**src/rtl/cdc_stable_capture.sv**
```systemverilog
// Captures a word from a delay-line synchronizer once it has held one value long enough.
// Optional forced-capture timeout is enabled with `define CDC_STABLE_CAPTURE_TIMEOUT_EN.
module cdc_stable_capture #(
  parameter int unsigned DATA_WIDTH     = 32,
  parameter int unsigned STABLE_CYCLES  = 4,
  parameter int unsigned TIMEOUT_CYCLES = 1024
) (
  input  logic                  aclk,
  input  logic                  areset,
  input  logic [DATA_WIDTH-1:0] in_data,
  input  logic                  req_valid,
  output logic                  req_ready,
  output logic [DATA_WIDTH-1:0] out_data,
  output logic                  out_valid,
  input  logic                  out_ready,
  output logic                  out_timeout,
  output logic                  busy
);

  localparam int unsigned CW = $clog2(STABLE_CYCLES + 1);
  localparam logic [CW-1:0] CNT_LAST = CW'(STABLE_CYCLES - 1);
  localparam logic [CW-1:0] CNT_MAX  = CW'(STABLE_CYCLES);

  if (STABLE_CYCLES < 1 || STABLE_CYCLES > 255) begin : g_bad_stable
    $error("cdc_stable_capture: STABLE_CYCLES must be in 1..255");
  end
  if (TIMEOUT_CYCLES < STABLE_CYCLES) begin : g_bad_timeout
    $error("cdc_stable_capture: TIMEOUT_CYCLES must be >= STABLE_CYCLES");
  end

  typedef enum logic [1:0] {
    IDLE   = 2'd0,
    SETTLE = 2'd1,
    OUTPUT = 2'd2
  } state_t;

  state_t                state_q, state_d;
  logic [DATA_WIDTH-1:0] prev_q, prev_d;
  logic [CW-1:0]         cnt_q, cnt_d;
  logic [DATA_WIDTH-1:0] out_data_q, out_data_d;
  logic                  out_valid_q, out_valid_d;
  logic                  stable_hit;

`ifdef CDC_STABLE_CAPTURE_TIMEOUT_EN
  localparam int unsigned TW = $clog2(TIMEOUT_CYCLES + 1);
  localparam logic [TW-1:0] TMR_LAST = TW'(TIMEOUT_CYCLES - 1);

  logic [TW-1:0] tmr_q, tmr_d;
  logic          out_timeout_q, out_timeout_d;
`endif

  always_comb begin
    state_d     = state_q;
    prev_d      = prev_q;
    cnt_d       = cnt_q;
    out_data_d  = out_data_q;
    out_valid_d = out_valid_q;
    stable_hit  = 1'b0;
`ifdef CDC_STABLE_CAPTURE_TIMEOUT_EN
    tmr_d         = tmr_q;
    out_timeout_d = out_timeout_q;
`endif

    case (state_q)
      IDLE: begin
        if (req_valid) begin
          prev_d  = in_data;
          cnt_d   = '0;
          state_d = SETTLE;
`ifdef CDC_STABLE_CAPTURE_TIMEOUT_EN
          tmr_d   = '0;
`endif
        end
      end

      SETTLE: begin
`ifdef CDC_STABLE_CAPTURE_TIMEOUT_EN
        tmr_d = tmr_q + 1'b1;
`endif
        if (in_data == prev_q) begin
          // Saturate so an oversized count can never wrap back into range.
          cnt_d = (cnt_q == CNT_MAX) ? cnt_q : cnt_q + 1'b1;
          if (cnt_q == CNT_LAST) begin
            stable_hit  = 1'b1;
            out_data_d  = prev_q;
            out_valid_d = 1'b1;
            state_d     = OUTPUT;
`ifdef CDC_STABLE_CAPTURE_TIMEOUT_EN
            out_timeout_d = 1'b0;
`endif
          end
        end else begin
          cnt_d  = '0;
          prev_d = in_data;
        end
`ifdef CDC_STABLE_CAPTURE_TIMEOUT_EN
        // A stable capture on the same edge takes priority over the forced one.
        if (!stable_hit && tmr_q == TMR_LAST) begin
          out_data_d    = in_data;
          out_valid_d   = 1'b1;
          out_timeout_d = 1'b1;
          state_d       = OUTPUT;
        end
`endif
      end

      OUTPUT: begin
        if (out_ready) begin
          out_valid_d = 1'b0;
          state_d     = IDLE;
        end
      end

      default: begin
        state_d = IDLE;
      end
    endcase
  end

  always_ff @(posedge aclk) begin
    if (areset) begin
      state_q     <= IDLE;
      prev_q      <= '0;
      cnt_q       <= '0;
      out_data_q  <= '0;
      out_valid_q <= 1'b0;
    end else begin
      state_q     <= state_d;
      prev_q      <= prev_d;
      cnt_q       <= cnt_d;
      out_data_q  <= out_data_d;
      out_valid_q <= out_valid_d;
    end
  end

`ifdef CDC_STABLE_CAPTURE_TIMEOUT_EN
  always_ff @(posedge aclk) begin
    if (areset) begin
      tmr_q         <= '0;
      out_timeout_q <= 1'b0;
    end else begin
      tmr_q         <= tmr_d;
      out_timeout_q <= out_timeout_d;
    end
  end

  assign out_timeout = out_timeout_q;
`else
  assign out_timeout = 1'b0;
`endif

  assign req_ready = (state_q == IDLE) && !areset;
  assign busy      = (state_q != IDLE);
  assign out_data  = out_data_q;
  assign out_valid = out_valid_q;

endmodule

```
**config.mk**
```make
export PLATFORM = sky130hd
export DESIGN_NAME = cdc_stable_capture
export DESIGN_NICKNAME = d
export VERILOG_FILES = /design/src/rtl/cdc_stable_capture.sv
export SDC_FILE = /design/constraint.sdc
export NUM_CORES = 1
export LEC_CHECK = 0
export CORE_UTILIZATION = 40
export CTS_CLUSTER_SIZE = 30
export DETAILED_ROUTE_END_ITERATION = 6
export PLACE_DENSITY = 0.67
export SLEW_MARGIN = 30
export SYNTH_ARGS = -nofsm -noshare
export SYNTH_HDL_FRONTEND = slang
export SYNTH_SLANG_ARGS = --single-unit
```
**constraint.sdc**
```tcl
create_clock -name aclk -period 2.4 [get_ports aclk]
set_input_delay 0.48 -clock aclk [delete_from_list [all_inputs] [get_ports aclk]]
set_output_delay 0.48 -clock aclk [all_outputs]
set_load 0.1 [all_outputs]
```
## Yosys cells after proc, flatten, opt, wreduce, memory -nomap -nowiden

Cells that the tools add are included.
Widths: inputs -> output; s select.

- Register bits after elaboration: 70
- Word-level logic and storage cells: 44
- Output and inout port bits: 36

- Reductions and logical operators: 11
- Multiplexer cells: 16
- Equal/unequal tests: 11
- $add $sub $neg: 1

Operator list:

| kind | number |
|---|---|
| $mux 32 | 2 |
| $pmux 32 s2 | 1 |
| $eq 32x32->1 | 1 |
| $ne 2x2->1 const B | 5 |
| $mux 3 | 3 |
| $reduce_and 3->1 | 3 |
| $mux 2 | 4 |
| $reduce_and 4->1 | 2 |
| $pmux 2 s3 | 1 |
| $pmux 3 s2 | 1 |
| $reduce_bool 2->1 | 3 |
| $add 3x1->3 const B | 1 |
| $eq 3x2->1 const B | 1 |
| $eq 3x3->1 const B | 1 |
| $mux 1 | 3 |
| $ne 3x3->1 const B | 1 |
| $eq 2x1->1 const B | 1 |
| $eq 2x2->1 const B | 1 |
| $logic_not 2->1 | 1 |
| $pmux 1 s2 | 1 |
| $logic_and 1x1->1 | 1 |
| $logic_not 1->1 | 1 |

## Depth between registers and ports, before layout

- Depth in word-level cells: 4
- Gate-level depth with buffers: 8
- Depth with buffers taken out: 6

## Least setup slack after synthesis

No wires, ideal clock.

- Path type: register to output
- Start point: register state_q[1]
- End point: output port req_ready
- Path buffers: 0
- Slack: -0.375 ns
- Stages on the path, launching flop included: 4
- Required time: 1.920 ns
- Arrival time: 2.295 ns
- Cell sequence: dfxtp_1 -> nor2_1 -> inv_1 -> nor2_1

- Cells in the longest elaborated chain, start to end: 2

Ends and longest elaborated chain:

| item | line | text |
|---|---|---|
| start: declaration | 37 | `state_t state_q, state_d;` |
| start signal: assignment | 128 | `state_q <= state_d;` |
| $logic_not 2->1 | 152 | `assign req_ready = (state_q == IDLE) && !areset;` |
| $logic_and 1x1->1 | 152 |  |
| end: declaration | 12 | `output logic req_ready,` |

Every way passes these cells.

## Final worst setup path

- Start point: input port in_data[14]
- End point: register prev_q[19]

- Cells in the longest elaborated chain, start to end: 3

Ends and longest elaborated chain:

| item | line | text |
|---|---|---|
| start: declaration | 10 | `input logic [DATA_WIDTH-1:0] in_data,` |
| $eq 32x32->1 | 80 | `if (in_data == prev_q) begin` |
| $ne 2x2->1 (no line) | -- |  |
| $reduce_and 3->1 (no line) | -- |  |
| end signal: assignment | 129 | `prev_q <= prev_d;` |
| end: declaration | 38 | `logic [DATA_WIDTH-1:0] prev_q, prev_d;` |

Every way passes these cells.
A chain may end at the register's enable or synchronous reset.

==> metrics.txt <==
fin nets about 530; CP Launch Type input pin; # diodes 0; first-pass GRT wire length 15700 um; CTS max path bufs 2; fin crit share 99.0%; Worst setup EP type flop; clk_skew 0.00898 ns; clock slew at reported path FFs 0.07 ns; number of global-route vias before repair 3260; CTS tree yes; HP Class reg2reg; Starting Density 41.8%; Crit path required time 2.61 ns; maxcap violations 0; critical path fanouts, max 26; fin crit period 2.38 ns; final setup fails 0; post-synthesis register bit count 70; Hold Vio Cnt, Final 0; leakage power roughly 1.8 nW; die area 9640 um2; Total Routing Usage GR 20.3%; Worst-Skew Late Latency about 0.34 ns; Cell Area, Synth approximately 3700 um2; crit path DAT roughly 2.6 ns; gate count after technology mapping 427; number of top-level pins roughly 70; Rows 34; Area Growth Syn to Fin 32.6%; Final WS setup roughly 0.023 ns; Routed WL per cell between 15 and 20 um; pin count of the biggest net entering global routing 98; PortBufs 70; dpl cells 587; layout cell share with drive strength beyond 1 21.5%; leading cell type in the layout, fill and taps excluded dfxtp_1; Yosys Warn Count 0; failing checks DRC; grt ovf 0; Iter 0 DRT Violations 188; sequential share of the synthesized area 37.9%; average size of a mapped cell 8.67 um2; fmax 421 MHz; Vias/cell slightly below 6; most frequent cells in the layout dfxtp_1 (70), nand2_1 (68), buf_4 (60); Die W roughly 98 um; CTS Sinks 70; Non-Filler Instances 605; RSZ-0062 raised after global routing yes; fillers 808; IR Drop Worst-Case VDD 0.256 mV; core area about 9000 um2; run status finished, violations left; H-tree depth 3; hpwl dp 6380 um; Root Driver clkbuf_8; Max Transition Viols Final 0; 1st-pass router iterations 7; final WL 10300 um; DR DRC count 5; Pwr Density 521 nW/um2; TritonCTS Buffers 9; Hold-fix buffers, CTS 0; Hold Slack 0.461 ns; post-synth cell types 35; routed via count approximately 3600; antenna-violating nets left 0; Placement Setup Slack -0.387 ns; WS Path Type in2reg; routability cong. 0.803; die height 98.2 um; Syn Nets ~470; antenna violations before repair 0
[worst paths after layout]
path	start	to	slack (ns)	cells after the start
hold / removal	out_data[19]	out_data[19]	0.46	2
setup reg to reg	prev_q[14]	prev_q[19]	0.34	6
setup / recovery	in_data[14]	prev_q[19]	0.02	7
hold reg to reg	out_data[19]	out_data[19]	0.46	2
[per-stage QoR]
stage,area [um2],util [%],setup TNS (ns),total power [W]
floorplan,3700,-,0,0.00156
global placement,4530,51.1,-18.19,0.00172
detailed placement,4530,51.1,-21.90,0.00173
CTS,4700,53.1,0,0.00254
global route,4910,55.4,-0.132,0.00267
finish,4910,55.4,0,0.00256
[kinds of logic after synthesis]
group	count (synthesis)	share of synthesized area [%]
AOI/OAI and AO/OA	108	22.9
xor gates and xnor gates	32	7.57
adders and majority gates	3	1.01
buffers and inverters	55	6.66
DFF	70	37.9
muxes	32	8.65
other	1	0.101
and+or+nand+nor	126	15.2
[layout make-up]
type | count | area, um2 | share of cell area [%]
Multi-Input combinational cell | 302 | 2230 | 45.5
Timing Repair Buffer | 105 | 960 | 19.6
Clock buffer | 12 | 145 | 2.96
Sequential cell | 70 | 1400 | 28.6
Inverter | 6 | 23.8 | 0.485
Clock inverter | 2 | 10.0 | 0.204
Tap cell | 108 | 135 | 2.75
[worst max-delay path: stages]
cell and delay [ns]:
clkdlybuf4s50_1 0.48, xor2_1 0.19, nor4_2 0.36, nand4_1 0.28
buf_4 0.32, o2111ai_1 0.32, o311ai_4 0.14
[metal layers]
metal,global-route usage (%),part of all wire (%)
met5,0,0
met3,2.86,3.9
met2,34.1,49
met1,26.1,44
met4,8.50,2.8
[flip-flops by register name, summed over array words and instances, names as in the netlist]
name	count
out_valid	1
out_data	32
state_q	2
prev_q	32
cnt_q	3
[synth_stat cells]
master | number | area, um2
or2_0 | 1 | 6.26
nand3_1 | 2 | 10.0
nor3_1 | 34 | 170
buf_4 | 2 | 15.0
xor2_1 | 32 | 280
clkbuf_1 | 39 | 146
a221oi_1 | 2 | 17.5
a21oi_1 | 1 | 5.00
nor4_1 | 8 | 50.1
and2_1 | 1 | 6.26
ha_1 | 3 | 37.5
dfxtp_1 | 70 | 1400
buf_2 | 2 | 10.0
a31oi_1 | 32 | 200
nand2b_1 | 1 | 6.26
inv_1 | 6 | 22.5
nor2_1 | 5 | 18.8
nand2_1 | 68 | 255
nand3b_1 | 1 | 7.51
nor4b_1 | 1 | 8.76
conb_1 | 1 | 3.75
mux2i_1 | 32 | 320
nor2b_1 | 1 | 6.26
buf_6 | 4 | 45.0
nand4_1 | 2 | 12.5
o2111ai_1 | 32 | 280
a32o_1 | 1 | 10.0
o22a_1 | 1 | 8.76
buf_1 | 2 | 7.51
o31ai_1 | 1 | 7.51
a211oi_1 | 2 | 15.0
or3_1 | 1 | 6.26
o21ai_0 | 3 | 15.0
o311ai_1 | 32 | 280
a21o_1 | 1 | 7.51
[power breakdown]
part,switching [W],internal [W]
sequential,0.0000379,0.00122
combinational,0.000285,0.000202
clock,0.000424,0.000390
total,0.000747,0.00181
[timing repair]
| item | CTS | global route |
|---|---|---|
| resized for setup | 0 | 30 |
| gates cloned | 0 | 2 |
| endpoints found under the setup margin | 23 | 68 |
| pin swaps | 1 | 3 |
| setup buffers | 2 | 0 |
| endpoints found under the hold margin | 0 | 0 |
Note: power is estimated with default switching activity, not from simulation.
